$ cat src/rtl/airi5c_uart_rx.sv
// 8N1 UART receiver with a 2-flop input synchronizer, mid-bit sampling FSM
// and a small receive FIFO with overrun and framing-error pulses.
module airi5c_uart_rx #(
  parameter int CLKS_PER_BIT = 16,
  parameter int FIFO_DEPTH   = 4
) (
  input  logic       clk_i,
  input  logic       rst_ni,
  input  logic       rx_i,
  output logic [7:0] data_o,
  output logic       valid_o,
  input  logic       ready_i,
  output logic       frame_err_o,
  output logic       overrun_o,
  output logic       busy_o
);

  localparam int TW = $clog2(CLKS_PER_BIT);
  localparam int AW = $clog2(FIFO_DEPTH);
  localparam logic [TW-1:0] HALF_END = TW'(CLKS_PER_BIT / 2 - 1);
  localparam logic [TW-1:0] BIT_END  = TW'(CLKS_PER_BIT - 1);
  localparam logic [AW:0]   DEPTH_L  = (AW + 1)'(FIFO_DEPTH);

  typedef enum logic [2:0] {IDLE, START, DATA, STOP, WAIT_IDLE} state_e;

  state_e        state_q, state_d;
  logic          rx_meta_q, rx_s_q, rx_prev_q;
  logic [TW-1:0] timer_q, timer_d;
  logic [2:0]    bit_cnt_q, bit_cnt_d;
  logic [7:0]    shift_q, shift_d;
  logic [AW:0]   wr_ptr_q, wr_ptr_d, rd_ptr_q, rd_ptr_d;
  logic [7:0]    mem_q [FIFO_DEPTH];
  logic [7:0]    mem_d [FIFO_DEPTH];
  logic          frame_err_q, frame_err_d, overrun_q, overrun_d;
  logic          push, pop, empty, full;

  assign empty = (wr_ptr_q == rd_ptr_q);
  assign full  = ((wr_ptr_q - rd_ptr_q) == DEPTH_L);
  assign pop   = !empty && ready_i;

  always_comb begin
    state_d     = state_q;
    timer_d     = timer_q;
    bit_cnt_d   = bit_cnt_q;
    shift_d     = shift_q;
    frame_err_d = 1'b0;
    push        = 1'b0;
    case (state_q)
      IDLE: begin
        if (rx_prev_q && !rx_s_q) begin
          state_d = START;
          timer_d = '0;
        end
      end
      START: begin
        if (timer_q == HALF_END) begin
          timer_d   = '0;
          bit_cnt_d = '0;
          state_d   = rx_s_q ? IDLE : DATA;
        end else begin
          timer_d = timer_q + 1'b1;
        end
      end
      DATA: begin
        if (timer_q == BIT_END) begin
          timer_d   = '0;
          shift_d   = {rx_s_q, shift_q[7:1]};
          bit_cnt_d = bit_cnt_q + 3'd1;
          if (bit_cnt_q == 3'd7) state_d = STOP;
        end else begin
          timer_d = timer_q + 1'b1;
        end
      end
      STOP: begin
        if (timer_q == BIT_END) begin
          timer_d = '0;
          if (rx_s_q) begin
            push    = 1'b1;
            state_d = IDLE;
          end else begin
            frame_err_d = 1'b1;
            state_d     = WAIT_IDLE;
          end
        end else begin
          timer_d = timer_q + 1'b1;
        end
      end
      WAIT_IDLE: begin
        if (rx_s_q) state_d = IDLE;
      end
      default: state_d = IDLE;
    endcase
  end

  // A full FIFO still accepts a push when the head is popped in the same cycle.
  always_comb begin
    mem_d     = mem_q;
    wr_ptr_d  = wr_ptr_q;
    rd_ptr_d  = rd_ptr_q;
    overrun_d = 1'b0;
    if (push) begin
      if (!full || pop) begin
        mem_d[wr_ptr_q[AW-1:0]] = shift_q;
        wr_ptr_d = wr_ptr_q + 1'b1;
      end else begin
        overrun_d = 1'b1;
      end
    end
    if (pop) rd_ptr_d = rd_ptr_q + 1'b1;
  end

  always_ff @(posedge clk_i or negedge rst_ni) begin
    if (!rst_ni) begin
      rx_meta_q   <= 1'b1;
      rx_s_q      <= 1'b1;
      rx_prev_q   <= 1'b1;
      state_q     <= IDLE;
      timer_q     <= '0;
      bit_cnt_q   <= '0;
      shift_q     <= '0;
      wr_ptr_q    <= '0;
      rd_ptr_q    <= '0;
      frame_err_q <= 1'b0;
      overrun_q   <= 1'b0;
      for (int unsigned i = 0; i < FIFO_DEPTH; i++) mem_q[i] <= '0;
    end else begin
      rx_meta_q   <= rx_i;
      rx_s_q      <= rx_meta_q;
      rx_prev_q   <= rx_s_q;
      state_q     <= state_d;
      timer_q     <= timer_d;
      bit_cnt_q   <= bit_cnt_d;
      shift_q     <= shift_d;
      wr_ptr_q    <= wr_ptr_d;
      rd_ptr_q    <= rd_ptr_d;
      frame_err_q <= frame_err_d;
      overrun_q   <= overrun_d;
      mem_q       <= mem_d;
    end
  end

  assign valid_o     = !empty;
  assign data_o      = empty ? '0 : mem_q[rd_ptr_q[AW-1:0]];
  assign busy_o      = (state_q != IDLE);
  assign frame_err_o = frame_err_q;
  assign overrun_o   = overrun_q;

endmodule

$ cat config.mk
export PLATFORM = sky130hd
export DESIGN_NAME = airi5c_uart_rx
export DESIGN_NICKNAME = d
export VERILOG_FILES = /design/src/rtl/airi5c_uart_rx.sv
export SDC_FILE = /design/constraint.sdc
export NUM_CORES = 1
export LEC_CHECK = 0
export CAP_MARGIN = 20
export CORE_MARGIN = 4
export CORE_UTILIZATION = 44
export DETAILED_ROUTE_END_ITERATION = 7
export REMOVE_ABC_BUFFERS = 1
export SYNTH_ARGS = -nofsm -noshare
export SYNTH_HDL_FRONTEND = slang
export SYNTH_SLANG_ARGS = --single-unit
export TNS_END_PERCENT = 30
$ cat constraint.sdc
create_clock -name clk_i -period 2.5 [get_ports clk_i]
set_input_delay 0.375 -clock clk_i [delete_from_list [all_inputs] [get_ports clk_i]]
set_output_delay 0.375 -clock clk_i [all_outputs]
set_load 0.1 [all_outputs]
## Word level (Yosys, flattened, before mapping)

Index checks and enable logic that the tools add are counted.

| storage, ports and cells | value |
|---|---|
| register bits after elaboration | 61 |
| bits of input ports | 4 |
| logic and storage cells | 88 |

| operators by class | value |
|---|---|
| add/subtract/negate cells | 5 |
| order comparisons | 3 |
| equal/unequal tests | 15 |
| muxes and demuxes | 31 |
| bitwise logic cells | 2 |
| reductions and logical operators | 17 |

Operators with widths:

| cell | number |
|---|---|
| $bwmux W32 | 1 |
| $mux W8 | 4 |
| $mux W3 | 9 |
| $bmux W8 S2 | 1 |
| $demux W8 S2 | 1 |
| $pmux W3 S5 | 1 |
| $mux W4 | 3 |
| $ne A2 B2 Y1 const B | 6 |
| $pmux W4 S3 | 1 |
| $add A3 B1 Y3 const B | 3 |
| $eq A3 B3 Y1 const B | 3 |
| $mux W1 | 8 |
| $eq A3 B2 Y1 const B | 2 |
| $ge A3 B3 Y1 const B | 2 |
| $not A2 Y3 | 2 |
| $pmux W3 S2 | 1 |
| $reduce_and A2 Y1 | 3 |
| $reduce_and A6 Y1 | 1 |
| $reduce_bool A3 Y1 | 2 |
| $add A4 B1 Y4 const B | 1 |
| $eq A4 B3 Y1 const B | 1 |
| $eq A4 B4 Y1 const B | 1 |
| $eq A3 B1 Y1 const B | 1 |
| $eq A3 B3 Y1 | 1 |
| other kinds (10) | 14 |

## Longest topological paths before layout

| logic depth | value |
|---|---|
| word-level depth | 6 |
| gate-level depth with buffers | 8 |
| mapped depth without buffers | 6 |

## Worst setup path before layout

No wires, ideal clock.

| path | value |
|---|---|
| kind | register to output |
| start point | register rd_ptr_q[1] |
| end point | output port data_o[0] |
| arrival | 2.968 ns |
| setup slack | -0.843 ns |
| cell stages (with the launch flop) | 7 |
| cells stage by stage | dfrtp_1 clkbuf_1 inv_1 ha_1 nand3_1 clkbuf_1 and2_1 |

| between the ends | value |
|---|---|
| cells in the longest elaborated chain, start to end | 5 |

Ends and longest elaborated chain:

| item | RTL line | RTL |
|---|---|---|
| from (decl) | 31 | `logic [AW:0] wr_ptr_q, wr_ptr_d, rd_ptr_q, rd_ptr_d;` |
| from (signal assigned) | 135 | `rd_ptr_q <= rd_ptr_d;` |
| $not A2 Y3 (implied by the code) | 143 | `assign data_o = empty ? '0 : mem_q[rd_ptr_q[AW-1:0]];` |
| $bmux W8 S2 | 143 |  |
| $mux W8 (implied by the code) (2 in series) | 143 |  |
| $mux W8 * | 143 |  |
| to (decl) | 10 | `output logic [7:0] data_o,` |

Mark *: on every way between the ends. The rest lies on a longest branch, timed or not. The select of a mux whose other input is x is not followed.

## Worst setup path after layout

| path | value |
|---|---|
| start point | register wr_ptr_q[0] |
| end point | register mem_q[22] in the netlist's numbering |

| between the ends | value |
|---|---|
| cells in the longest elaborated chain, start to end | 6 |

Ends and longest elaborated chain:

| item | RTL line | RTL |
|---|---|---|
| from (decl) | 31 |  |
| from (signal assigned) | 134 | `wr_ptr_q <= wr_ptr_d;` |
| $not A2 Y3 (implied by the code) | 103 | `mem_d[wr_ptr_q[AW-1:0]] = shift_q;` |
| $ge A3 B3 Y1 (implied by the code) / $lt A3 B1 Y1 (equally long branches) | 103 |  |
| $logic_and A1 B1 Y1 (implied by the code) | 103 |  |
| $mux W8 (implied by the code) | 103 |  |
| $demux W8 S2 | 103 |  |
| $bwmux W32 | 103 |  |
| to (signal assigned) | 138 | `mem_q <= mem_d;` |
| to (decl) | 32 | `logic [7:0] mem_q [FIFO_DEPTH];` |

Parallel ways exist; a longest one is shown, timed or not.
A chain may end at the register's enable or synchronous reset.

==> results.cfg <==
[layout]
fin_util_pct = 53.4
antenna_cells = 0
layout_commonest_cell = dfrtp_1
area_growth_pct = 18.4
regArea_sq_um = 1530
drive_gt1_share_pct = 41.2
num-fill-cells = 533
fin_nets = 242
multi_input_area_sq_um = 1280
layout_common_cells = dfrtp_1 (58), mux2_2 (42), ha_1 (10), clkbuf_8 (10), buf_12 (10)

[setup_path]
cp_data_arrival_time_ns = 2.58
worst_setup_path_start_kind = flop
cp.required_ns = 2.70
critical_path.slowest_cell = or4_1
cp_cell_sequence = inv_1, ha_1, nand2_1, or4_1, nand4_2, mux2_2
critPathKind = reg2reg
path_max_fanout = 8
end_kind = flop
max_stage_delay_ns = 0.65

[floorplanning]
initial_core_util_pct = 45.1
fp.dieW_um = 88.7
ioPinCount = 16
dieArea_sq_um = 7860
die_y_um = 88.7
core_area_sq_um = 6350
fp-row-count = 29

[power_and_ir_drop]
power_uw = 2630
p_leak_uw = 0.00160
peakVddDrop_uv = 434
power_density_nw_per_um2 = 774
p_seq_share_pct = 43.9
p_sw_share_pct = 34.0
combPwrFrac_pct = 27.2
clkPwrFrac_pct = 28.9
p_int_uw = 1730
p_switching_uw = 894

[run_status]
status = finished, final reports clean

[synth]
synth.distinct_cells = 39
ys.flop_type = dfrtp_1
synth_area_leaders = dfrtp_1 (51%), mux2_2 (17%), mux4_2 (6.3%), ha_1 (4.4%), dfstp_2 (2.8%)
synth_area_leader_cell = dfrtp_1
syn_area_per_cell_sq_um = 14.0
synth_top_area_share_pct = 50.7
seq_area_frac_synth_pct = 53.4
syn_inst = 204
ys_ff_latch = 61
synthArstFlopShare_pct = 100
yosysWarnings = 0
synth_edf_count = 0
syn_area_sq_um = 2860

[timing]
post-route-min-period_ns = 2.38
hold_viol_final = 0
fmax_ghz = 0.420
slew_viol_final = 0
slew_headroom_pct = 71.2
fin_crit_sh_pct = 95.2
setup_viol = 0
finalClockSkew_ns = 0.0111
rsz0062_at_grt = true
worstMarginPinSlew_ns = 0.428

[clock_tree]
cts_tree = built
clk_path_buf_depth = 2
cts-root-buf = clkbuf_8
clock_sinks = 61
insertion_delay_ns = 0.33
numCtsBuffers = 9
ctsHoldBuffers = 0
htreeDepth = 3
clk_pin_slew_ns = 0.07

[place]
place_hpwl_mm = 3.61
io_buffers = 15
gp_congestion = 0.784

[grt]
antenna_found_initial = 0
grt_first_pass_wirelength_mm = 8.94
grt_max_degree = 62
grt_pass1_vias = 1766
grt_overflow = 0
grt_use_total_pct = 15.3

[flow_run]
cap_violations = 0

[detailed_routing]
totalWireLength_mm = 5.30
dr.pass1.iters = 4
drc = 0
drt_iter0_markers = 43
routedWlPerCell_um = 17.1
routed_via_density = 5.43
drt.antenna.violating_nets = 0
vias = 1684

[worst_hold_path]
hp-class = in2async
==> through the flow <==
step                      instance area (sq um)  instances  TNS [ns]  hold WS [ns]  setup slack, ns
after CTS                                  3380        310         0        0.0444           0.0942
final                                      3390        310         0        0.0392            0.120
after detailed placement                   3200        294         0         0.348            0.101
after floorplan                            2820        195     -4.65        0.0794           -0.561
after global routing                       3390        310   -0.0165        0.0497         -0.00661
after global placement                     3200        294         0         0.346            0.142
==> metal layers <==
layer / vias up / share of wire, % / track usage [%]
met4: 0 / 1.1 / 5.36
met1: 862 / 49 / 20.7
li1: 794 / - / -
met5: - / 0 / 0
met2: 20 / 47 / 23.1
met3: 8 / 3.1 / 5.03
==> critical path, delay by kind of cell, from the launching register on <==
kind | cells | cell delay [ns]
adder cells (fa/ha/maj) | 1 | 0.33
buffers and inverters | 1 | 0.11
flip-flops | 1 | 0.39
multiplexers | 1 | 0.37
AND/OR/NAND/NOR | 3 | 1.05
==> flip-flops by register name, summed over array words and instances, names as in the netlist <==
signal and cells:
shift_q 8, rd_ptr_q 3, mem_q 32, state_q 3
rx_meta_q 1, timer_q 4, wr_ptr_q 3, rx_prev_q 1
overrun_o 1, bit_cnt_q 3, rx_s_q 1, frame_err_o 1
==> cell usage after synthesis (4+ instances only) <==
cell	count
nand3_1	5
inv_1	4
mux2_2	42
nor2_1	5
dfrtp_1	58
ha_1	10
nand2_1	7
mux4_2	8
and2_1	8
xnor2_1	6
==> area by class of cell <==
cell class / count / share of cell area [%]
clock inverters: 5 / 1.07
repair buffers: 22 / 8.63
well taps: 77 / 2.84
clock buffers: 11 / 4.17
inverters: 4 / 0.443
multi-input cells: 130 / 37.7
flip-flops and latches: 61 / 45.1
==> power by group through the flow <==
stage / clock [uW] / sequential (uW) / combinational [uW]
finish: 759 / 1150 / 715
floorplan: 0 / 1200 / 458
CTS: 792 / 1150 / 727
global route: 832 / 1170 / 794
global placement: 0 / 1160 / 700
detailed placement: 0 / 1170 / 723
==> kinds of logic (layout without fill, tap and decap cells) <==
kind of cell             after synthesis  in the layout  share of synthesized area [%]
buffers and inverters                 13             42                           2.23
XOR/XNOR                               6              6                           1.83
flip-flops                            61             61                           53.4
AND/OR/NAND/NOR                       46             46                           10.2
multiplexers                          52             52                           23.7
adder cells (fa/ha/maj)               10             10                           4.37
AO/OA/AOI/OAI                         16             16                           4.24
==> final timing paths <==
| check | slack, ns | startpoint | end | cells after the start |
|---|---|---|---|---|
| hold reg to reg | 0.36 | rx_meta_q$_DFF_PN1_ | rx_s_q$_DFF_PN1_ | 0 |
| hold / removal | 0.04 | rst_ni | frame_err_o$_DFF_PN0_ | 2 |
| setup / recovery | 0.12 | wr_ptr_q[0]$_DFFE_PN0P_ | mem_q[22]$_DFFE_PN0P_ | 6 |
| min in group clk_i | 0.36 | rx_meta_q$_DFF_PN1_ | rx_s_q$_DFF_PN1_ | 0 |
| setup reg to reg | 0.12 | wr_ptr_q[0]$_DFFE_PN0P_ | mem_q[22]$_DFFE_PN0P_ | 6 |
| max in group asynchronous | 2.16 | rst_ni | rx_prev_q$_DFF_PN1_ | 2 |
==> what timing repair did <==
action / 4_1_cts / 5_1_grt
setup buffers: 0 / 0
resized for setup: 0 / 1
setup endpoints to repair: 0 / 4
Power figures use the tool's default switching activity.
